[src/rtl/rtlola_output_collector.sv]
// rtlola_output_collector: snapshots the RTLola monitor's active output streams
// at the last LLC stage of every HLC cycle and serialises them into a FIFO.
// Ports: clk, rst (sync, active-high), en, llc_stage, output_{a,b,c}, output_*_aktv;
// out_valid/out_ready handshake, head out_id/out_data/out_cycle, out_count, overflow.
// Option: define COLLECTOR_TIMESTAMP_EN to tag each entry with its HLC cycle number.
module rtlola_output_collector #(
    parameter int DATA_W     = 64,
    parameter int LAST_STAGE = 4,
    parameter int DEPTH      = 8,
    parameter int CYC_W      = 32
) (
    input  logic                    clk,
    input  logic                    rst,
    input  logic                    en,
    input  logic [DATA_W-1:0]       llc_stage,
    input  logic [DATA_W-1:0]       output_a,
    input  logic [DATA_W-1:0]       output_b,
    input  logic [DATA_W-1:0]       output_c,
    input  logic                    output_a_aktv,
    input  logic                    output_b_aktv,
    input  logic                    output_c_aktv,
    output logic                    out_valid,
    input  logic                    out_ready,
    output logic [1:0]              out_id,
    output logic [DATA_W-1:0]       out_data,
    output logic [CYC_W-1:0]        out_cycle,
    output logic [$clog2(DEPTH):0]  out_count,
    output logic                    overflow
);
    localparam int AW = $clog2(DEPTH);
    localparam logic [DATA_W-1:0] LAST = DATA_W'(LAST_STAGE);
    localparam logic [AW:0] FULL = (AW+1)'(DEPTH);

    logic [2:0]        pend_q, pend_d;
    logic [DATA_W-1:0] va_q, vb_q, vc_q;
    logic [AW-1:0]     wr_q, rd_q;
    logic [AW:0]       cnt_q, cnt_d;
    logic              ovf_q, ovf_d;
    logic [1:0]        id_mem [DEPTH];
    logic [DATA_W-1:0] data_mem [DEPTH];

    logic              capture, push, pop, full, wr_en, drop;
    logic [1:0]        push_id;
    logic [DATA_W-1:0] push_val;

    assign capture = en && (llc_stage == LAST);
    assign push    = (pend_q != 3'd0);
    assign full    = (cnt_q == FULL);
    assign pop     = out_valid && out_ready;
    // A full FIFO still accepts the push when the head leaves on the same edge.
    assign wr_en   = push && (!full || pop);
    assign drop    = push && full && !pop;

    always_comb begin
        push_id  = 2'd2;
        push_val = vc_q;
        if (pend_q[0]) begin
            push_id  = 2'd0;
            push_val = va_q;
        end else if (pend_q[1]) begin
            push_id  = 2'd1;
            push_val = vb_q;
        end
    end

    always_comb begin
        pend_d = pend_q & (pend_q - 3'd1);
        if (capture)
            pend_d = {output_c_aktv, output_b_aktv, output_a_aktv};
        cnt_d = cnt_q;
        if (wr_en && !pop)
            cnt_d = cnt_q + 1'b1;
        else if (!wr_en && pop)
            cnt_d = cnt_q - 1'b1;
        // A capture over unfinished serialisation loses the remaining streams.
        ovf_d = ovf_q || drop || (capture && push);
    end

    always_ff @(posedge clk) begin
        if (rst) begin
            pend_q <= '0;
            wr_q   <= '0;
            rd_q   <= '0;
            cnt_q  <= '0;
            ovf_q  <= 1'b0;
        end else begin
            pend_q <= pend_d;
            cnt_q  <= cnt_d;
            ovf_q  <= ovf_d;
            if (wr_en)
                wr_q <= wr_q + 1'b1;
            if (pop)
                rd_q <= rd_q + 1'b1;
        end
    end

    always_ff @(posedge clk) begin
        if (capture) begin
            va_q <= output_a;
            vb_q <= output_b;
            vc_q <= output_c;
        end
        if (wr_en) begin
            id_mem[wr_q]   <= push_id;
            data_mem[wr_q] <= push_val;
        end
    end

    assign out_valid = (cnt_q != '0);
    assign out_id    = out_valid ? id_mem[rd_q] : 2'd0;
    assign out_data  = out_valid ? data_mem[rd_q] : '0;
    assign out_count = cnt_q;
    assign overflow  = ovf_q;

`ifdef COLLECTOR_TIMESTAMP_EN
    logic [CYC_W-1:0] cyc_q, snap_q;
    logic [CYC_W-1:0] cyc_mem [DEPTH];

    always_ff @(posedge clk) begin
        if (rst) begin
            cyc_q  <= '0;
            snap_q <= '0;
        end else if (capture) begin
            cyc_q  <= cyc_q + 1'b1;
            snap_q <= cyc_q;
        end
    end

    always_ff @(posedge clk) begin
        if (wr_en)
            cyc_mem[wr_q] <= snap_q;
    end

    assign out_cycle = out_valid ? cyc_mem[rd_q] : '0;
`else
    assign out_cycle = '0;
`endif

endmodule
[config.mk]
export PLATFORM = sky130hd
export DESIGN_NAME = rtlola_output_collector
export DESIGN_NICKNAME = d
export VERILOG_FILES = /design/src/rtl/rtlola_output_collector.sv
export SDC_FILE = /design/constraint.sdc
export NUM_CORES = 1
export LEC_CHECK = 0
export ABC_CLOCK_PERIOD_IN_PS = 8800
export CORE_ASPECT_RATIO = 1.1
export CORE_MARGIN = 2
export CORE_UTILIZATION = 40
export DETAILED_ROUTE_END_ITERATION = 8
export HOLD_SLACK_MARGIN = 0.06
export PLACE_DENSITY = 0.65
export SETUP_SLACK_MARGIN = 0.5
export SLEW_MARGIN = 20
export SYNTH_ARGS = -nofsm -noshare
export SYNTH_HDL_FRONTEND = slang
export SYNTH_SLANG_ARGS = --single-unit
[constraint.sdc]
create_clock -name clk -period 8.8 [get_ports clk]
set_input_delay 1.76 -clock clk [delete_from_list [all_inputs] [get_ports clk]]
set_output_delay 1.76 -clock clk [all_outputs]
set_load 0.005 [all_outputs]
# After elaboration in Yosys (flattened, before gate mapping)
# Memories as Yosys holds them, arrays and structs flattened. A register that Yosys moved wholly into a read port is not among the register bits.
# Index checks and enable logic that the tools add are counted.
# totals
regBits	206
ram_bits	528
output_inout_bits	104
n_memories	2
# classes
add_sub_neg	5
eq_ne	2
n_mux	15
n_bitwise	1
reduce_logical	17
# memory_table
name	words	width	read_ports	rd_clocked_by_memory_dff	write_ports	line_no	rtl
data_mem	8	64	1	1	1	40	logic [DATA_W-1:0] data_mem [DEPTH];
id_mem	8	2	1	1	1	39	logic [1:0] id_mem [DEPTH];
# op_table
operator	count
64-bit 2-to-1 mux	3
64-bit by 3-bit == test with 1-bit output (second input constant)	1
3-bit 2-to-1 mux	5
1-bit logical AND	8
4-bit 2-to-1 mux	2
3-bit by 1-bit adder with 3-bit output (second input constant)	2
2-bit 2-to-1 mux	3
4-bit by 1-bit adder with 4-bit output (second input constant)	1
4-bit == test (second input constant)	1
4-bit nonzero test	1
4-bit by 1-bit subtractor with 4-bit output (second input constant)	1
3-bit AND	1
1-bit logical NOT	3
1-bit logical OR	3
3-bit nonzero test	1
3-bit by 1-bit subtractor with 3-bit output (second input constant)	1
1-bit 2-to-1 mux	2
2-bit nonzero test	1

# Depth between registers and ports, before layout
# Gate-level depths: netlist of the first run.
# logic_depth
word_depth	8
depth_mapped	11
ltp_nobuf	11

# Worst setup path after synthesis of the first run
# Ideal clock, no wire load.
# synth_path
path_type	input to register
from	input port out_ready
to	memory data_mem[4][0], enable pin
setup_ps	571
arrival_time_ps	6754
setup_slack_ps	1475
cell_stages	4
n_path_buf	0
cell_sequence	inv_1 > a31oi_2 > nand2_1 > nor3_1
# synth_between
elab_chain_len	5
# synth_rtl
element	line_no	rtl
start, declared	23	input logic out_ready,
1-bit logical AND	49	assign pop = out_valid && out_ready;
1-bit logical OR	51	assign wr_en = push && (!full || pop);
1-bit logical AND	51	
named net wr_en	42	logic capture, push, pop, full, wr_en, drop;
1-bit 2-to-1 mux	103	if (wr_en) begin
1-bit 2-to-1 mux (not written as such)	105	data_mem[wr_q] <= push_val;
end, declared	40	
# The timed path passes the listed nets, and every way through them passes these cells.

==> impl_results.md, run 1 <==
- Status: finished, final reports clean
- Rel. slew slack: 0.211
- Share of synthesized registers carrying an async set or reset: 0
- Vias in the first global route: 14900
- Setup TNS: 0 ps
- Post-synthesis instance area: 28300 sq um
- Skew-Pair Late Insertion Delay: 610 ps
- Fin. Hold Viols: 0
- GRT overflow: 0
- Clk sink count: 737
- Yosys cell types: 39
- # rows: 102
- # diodes: 0
- Die W: 258 um
- RSZ-0062 raised after global routing: false
- Detail Placement HPWL: 35.9 mm
- CP required: 7040 ps
- Detailed-route DRC error count: 0
- Final worst-path cycle share: 0.622
- Commonest non-fill, non-tap cell in the layout: edfxtp_1
- Top delay family on crit path: buffers and inverters
- Placed cell count: 2612
- Post-synthesis register bit count: 737
- Num ports: 367
- Sequential area share after synthesis: 0.776
- Worst min path class: flip-flop to flip-flop
- Area delta synth->final: 24.0%
- Max rail drop VDD: 0.152 mV
- Layout fillers: 5729
- Final worst path period need: 5470 ps
- Crit path kind: flip-flop to output port
- CP peak stage delay: 730 ps
- Post-route setup slack: 3330 ps
- Fmax achieved: 0.183 GHz
- Max FO, Critical Path: 44
- Max clock buf depth: 3
- CP max-delay cell: buf_4
- Initial antenna violation count: 0
- Number of hold buffers added after cts: 0
- Global-route wire length before repair: 90.3 mm
- CTS Root Cell: clkbuf_16
- CP arrival: 3710 ps
- Max cap viols: 0
- Slew Limit Fails: 0
- Wirelength per Cell: 22.0 um
- WL final: 60.4 mm
- Avg Cell Area, Syn: 20.4 sq um
- GP Congestion: 0.749
- Port bufs: 334
- CTS Buf Count: 76
- H-tree level count: 3
- Post-synth EDFFs: 720
- Setup crit start kind: flip-flop
- Crit end category: output port
- Vias per cell: 5.05
- Pleak: 10.7 nW
- Via count: 13900
- Final core utilization: 0.500
- DRT antenna net count: 0
- Drt first pass iters: 4
- Largest net degree at the start of global routing: 124
- Share of layout cells above drive strength 1: 0.153
- Worst hold slack: 492 ps
- Main synth FF type: edfxtp_1
- Dpl ws: 3360 ps
- Die area: 72900 sq um
- Most frequent cells in the layout: edfxtp_1, clkdlybuf4s50_1, mux2i_1
- Power Density: 233 nW/um^2
- Worst path cell trace: buf_16 -> buf_4 -> mux4_2 -> mux2i_1 -> nor2_1 -> clkdlybuf4s50_1
- Core ar.: 70200 sq um
- Initial DRC count: 864
- TritonCTS clock tree: done
- Die height: 283 um
- Post-synthesis cell count: 1387
- Yosys warns: 0
- NumNets Final: 2024
- CTS resizes: 0
- Final setup fails: 0
- Worst-Margin Slew: 1170 ps
- Final Non-Filler Cells: 2751
- Post-CTS Setup Inserts: 0
- Initial core utilization: 0.403
- Reg clk slew, reported paths: 60 ps
- Clock skew: 31.5 ps
- Crit path buf inv count: 3
- Total track usage: 0.165
==> cell type report <==
| type | instances | area (sq um) | area share |
|---|---|---|---|
| well taps | 936 | 1170 | 0.0334 |
| repair buffers | 359 | 3610 | 0.103 |
| clock buffers | 101 | 2080 | 0.0593 |
| inverters | 5 | 26.3 | 0.000749 |
| flip-flops and latches | 737 | 22000 | 0.626 |
| multi-input cells | 576 | 5880 | 0.168 |
| clock inverters | 37 | 343 | 0.00977 |
==> cells in the mapped netlist, drive strengths merged (2+ instances only) <==
cell type / count / area, sq um
nand4: 3 / 18.8
mux4: 132 / 2980
nand2: 70 / 263
inv: 5 / 18.8
xnor2: 3 / 26.3
edfxtp: 720 / 21600
a31oi: 2 / 18.8
nor2: 84 / 315
a21oi: 4 / 20.0
clkbuf: 27 / 101
xor2: 4 / 35.0
mux2i: 134 / 1340
nand3: 3 / 20.0
dfxtp: 17 / 340
buf: 73 / 517
ha: 5 / 62.6
o21ai: 65 / 325
nand2b: 5 / 31.3
nor3: 4 / 20.0
nor4: 16 / 113
==> power by group <==
part	switching [mW]	internal (mW)	leakage [nW]	total (mW)
logic	0.526	0.674	2.89	1.20
clock network	1.29	1.82	1.18	3.11
registers	0.0452	3.82	6.61	3.86
total	1.86	6.31	10.7	8.17
==> tightest hold or removal path, delay by kind of cell (launching register included) <==
| family | cells | cell delay, ps |
|---|---|---|
| flops | 1 | 320 |
| compound gates | 1 | 70 |
| simple gates | 1 | 60 |
==> path summary, 6_finish.rpt <==
check / to / slack, ps / depth (start not counted) / from
hold / removal: flip-flop / 490 / 2 / rd_q[1]
setup / recovery: out_data[16] / 3330 / 6 / flip-flop
setup reg to reg: data_mem[1][41] / 5090 / 5 / pend_q[1]
hold reg to reg: flip-flop / 490 / 2 / rd_q[1]
==> sequential cells by signal, indices dropped and copies added (netlist names), named ones only <==
register and count:
vc_q 64, id_mem 16, overflow 1, vb_q 64, va_q 64, data_mem 512
pend_q 3, out_count 4, rd_q 3, wr_q 3
==> per-layer routing <==
layer,part of all wire,wire (um),GRT usage,vias up
li1,-,-,-,6249
met1,0.41,25100,0.213,7172
met2,0.50,30500,0.282,401
met3,0.061,3670,0.0363,77
met4,0.020,1220,0.0490,0
met5,0,0,0,-
==> per-stage QoR <==
stage / cell area [sq um] / power [mW]
2_1_floorplan: 28400 / 4.55
3_3_place_gp: 32500 / 5.16
3_5_place_dp: 32600 / 5.16
4_1_cts: 35100 / 8.28
5_1_grt: 35100 / 8.49
6_report: 35100 / 8.17
==> cell families after synthesis <==
group / after synthesis / share of synthesized area
multiplexers: 266 / 0.153
adder cells (fa/ha/maj): 6 / 0.00292
flip-flops: 737 / 0.776
buffers and inverters: 105 / 0.0225
XOR/XNOR: 7 / 0.00217
other: 1 / 0.000133
AO/OA/AOI/OAI: 73 / 0.0137
AND/OR/NAND/NOR: 192 / 0.0295
Power figures use the tool's default switching activity.
==> inputs of run 2 (changes only) <==
--- a/config.mk
+++ b/config.mk
@@ -5,7 +5,7 @@
 export SDC_FILE = /design/constraint.sdc
 export NUM_CORES = 1
 export LEC_CHECK = 0
-export ABC_CLOCK_PERIOD_IN_PS = 8800
+export ABC_CLOCK_PERIOD_IN_PS = 5250
 export CORE_ASPECT_RATIO = 1.1
 export CORE_MARGIN = 2
 export CORE_UTILIZATION = 40
==> constraint.sdc (replaced) <==
create_clock -name clk -period 5.25 [get_ports clk]
set_input_delay 1.05 -clock clk [delete_from_list [all_inputs] [get_ports clk]]
set_output_delay 1.05 -clock clk [all_outputs]
set_load 0.005 [all_outputs]
==> run 2 against run 1 <==
Against the previous run: total power increased by 68%; worst hold slack improved by 11 ps; routed wire length increased by 0.39%; clock skew decreased by 1.6 ps; final area increased by 0.33%.
==> impl_results.md, run 2 (synthesis gave the netlist of run 1 again) <==
- Initial antenna violation count: 0
- Port bufs: 334
- CP arrival: 3140 ps
- Most frequent cells in the layout: edfxtp_1, clkdlybuf4s50_1, mux2i_1
- Largest Register: data_mem
- Global-route wire length before repair: 91.1 mm
- GRT overflow: 0
- Share of layout cells above drive strength 1: 0.155
- Area of the multi-input gates: 5890 sq um
- # rows: 102
- Drt first pass iters: 4
- Slew Limit Fails: 0
- Crit path kind: flip-flop to output port
- Wirelength per Cell: 22.1 um
- Fmax achieved: 0.239 GHz
- CTS Buf Count: 76
- Placed instance area: 32800 sq um
- Area delta synth->final: 24.4%
- Num ports: 367
- Detail Placement HPWL: 36.0 mm
- Number of hold buffers added after cts: 0
- Max rail drop VDD: 0.266 mV
- Setup TNS: 0 ps
- Setup crit start kind: flip-flop
- Pleak: 10.7 nW
- Max FO, Critical Path: 33
- Final setup fails: 0
- Post-route setup slack: 1060 ps
- CTS resizes: 0
- CTS Root Cell: clkbuf_16
- Crit end category: output port
- Max reg flops: 512
- Die height: 283 um
- WL final: 60.7 mm
- Fin. Hold Viols: 0
- Clk sink count: 737
- Total track usage: 0.167
- RSZ-0062 raised after global routing: false
- NumNets Final: 2028
- Vias in the first global route: 15200
- Detailed-route DRC error count: 0
- Worst hold slack: 504 ps
- Status: finished, final reports clean
- Worst min path class: flip-flop to flip-flop
- Final worst path period need: 4190 ps
- Initial DRC count: 779
- Max clock buf depth: 3
- GP Congestion: 0.758
- CP required: 4200 ps
- Design Area, Final: 35200 sq um
- CP peak stage delay: 810 ps
- FF+latch area: 22000 sq um
- Dpl ws: 1520 ps
- Via count: 13900
- Skew-Pair Late Insertion Delay: 620 ps
- Max cap viols: 0
- Die W: 258 um
- Die area: 72900 sq um
- CP max-delay cell: dfxtp_4
- TritonCTS clock tree: done
- Largest net degree at the start of global routing: 113
- Worst-Margin Slew: 1080 ps
- Initial core utilization: 0.403
- Vias per cell: 5.05
- H-tree level count: 3
- Commonest non-fill, non-tap cell in the layout: edfxtp_1
- Post-CTS Setup Inserts: 0
- Reg clk slew, reported paths: 60 ps
- Core ar.: 70200 sq um
- DRT antenna net count: 0
- Clock skew: 30.0 ps
- Rel. slew slack: 0.274
- Worst path cell trace: buf_12 -> mux4_1 -> mux2i_1 -> nor2_1 -> clkdlybuf4s50_1
- Final worst-path cycle share: 0.798
- Power Density: 390 nW/um^2
- # diodes: 0
- Layout fillers: 5616
==> run 2: changes by cell type in the layout (fill, tap and decap cells not counted), moves of 3 or more <==
cell / change
buf_12: +14
clkbuf_1: -9
buf_4: -5
inv_6: +4
buf_16: -3
bufinv_16: +3
clkbuf_16: -3
clkinv_1: +3
==> run 2: stage by stage <==
stage               power, mW  utilization  cells
global route             14.3        0.502   2748
detailed placement       8.68        0.467   2617
global placement         8.68        0.467   2617
floorplan                7.63            -   1418
finish                   13.7        0.502   2748
CTS                      13.9        0.502   2748
==> run 2: worst paths after layout <==
check / endpoint / depth (start not counted) / from / slack (ps)
min reg2reg: flip-flop / 2 / rd_q[1] / 500
min: flip-flop / 2 / rd_q[1] / 500
max: out_data[51] / 5 / flip-flop / 1060
max reg2reg: data_mem[1][45] / 5 / pend_q[1] / 2280
==> run 2: where the power goes <==
group | leakage (nW) | switching [mW] | internal [mW]
Combinational | 2.92 | 0.843 | 1.16
Clock | 1.17 | 2.16 | 3.08
Sequential | 6.61 | 0.0885 | 6.40
==> run 2: critical path: cells and delay by family (launching register included) <==
kind	cells	cell delay, ps
buffers and inverters	2	800
DFF	1	810
muxes	2	780
and+or+nand+nor	1	80
==> run 2: final cells by class <==
type / instances / share of cell area
Sequential cell: 737 / 0.624
Multi-Input combinational cell: 576 / 0.167
Timing Repair Buffer: 363 / 0.106
Clock buffer: 89 / 0.0560
Tap cell: 936 / 0.0333
Clock inverter: 42 / 0.0124
Inverter: 5 / 0.000640
==> run 2: per-layer routing <==
metal | up-vias | global-route usage | share of wire
li1 | 6257 | - | -
met1 | 7149 | 0.214 | 0.41
met2 | 410 | 0.287 | 0.51
met3 | 65 | 0.0380 | 0.062
met4 | 0 | 0.0393 | 0.014
met5 | - | 0 | 0
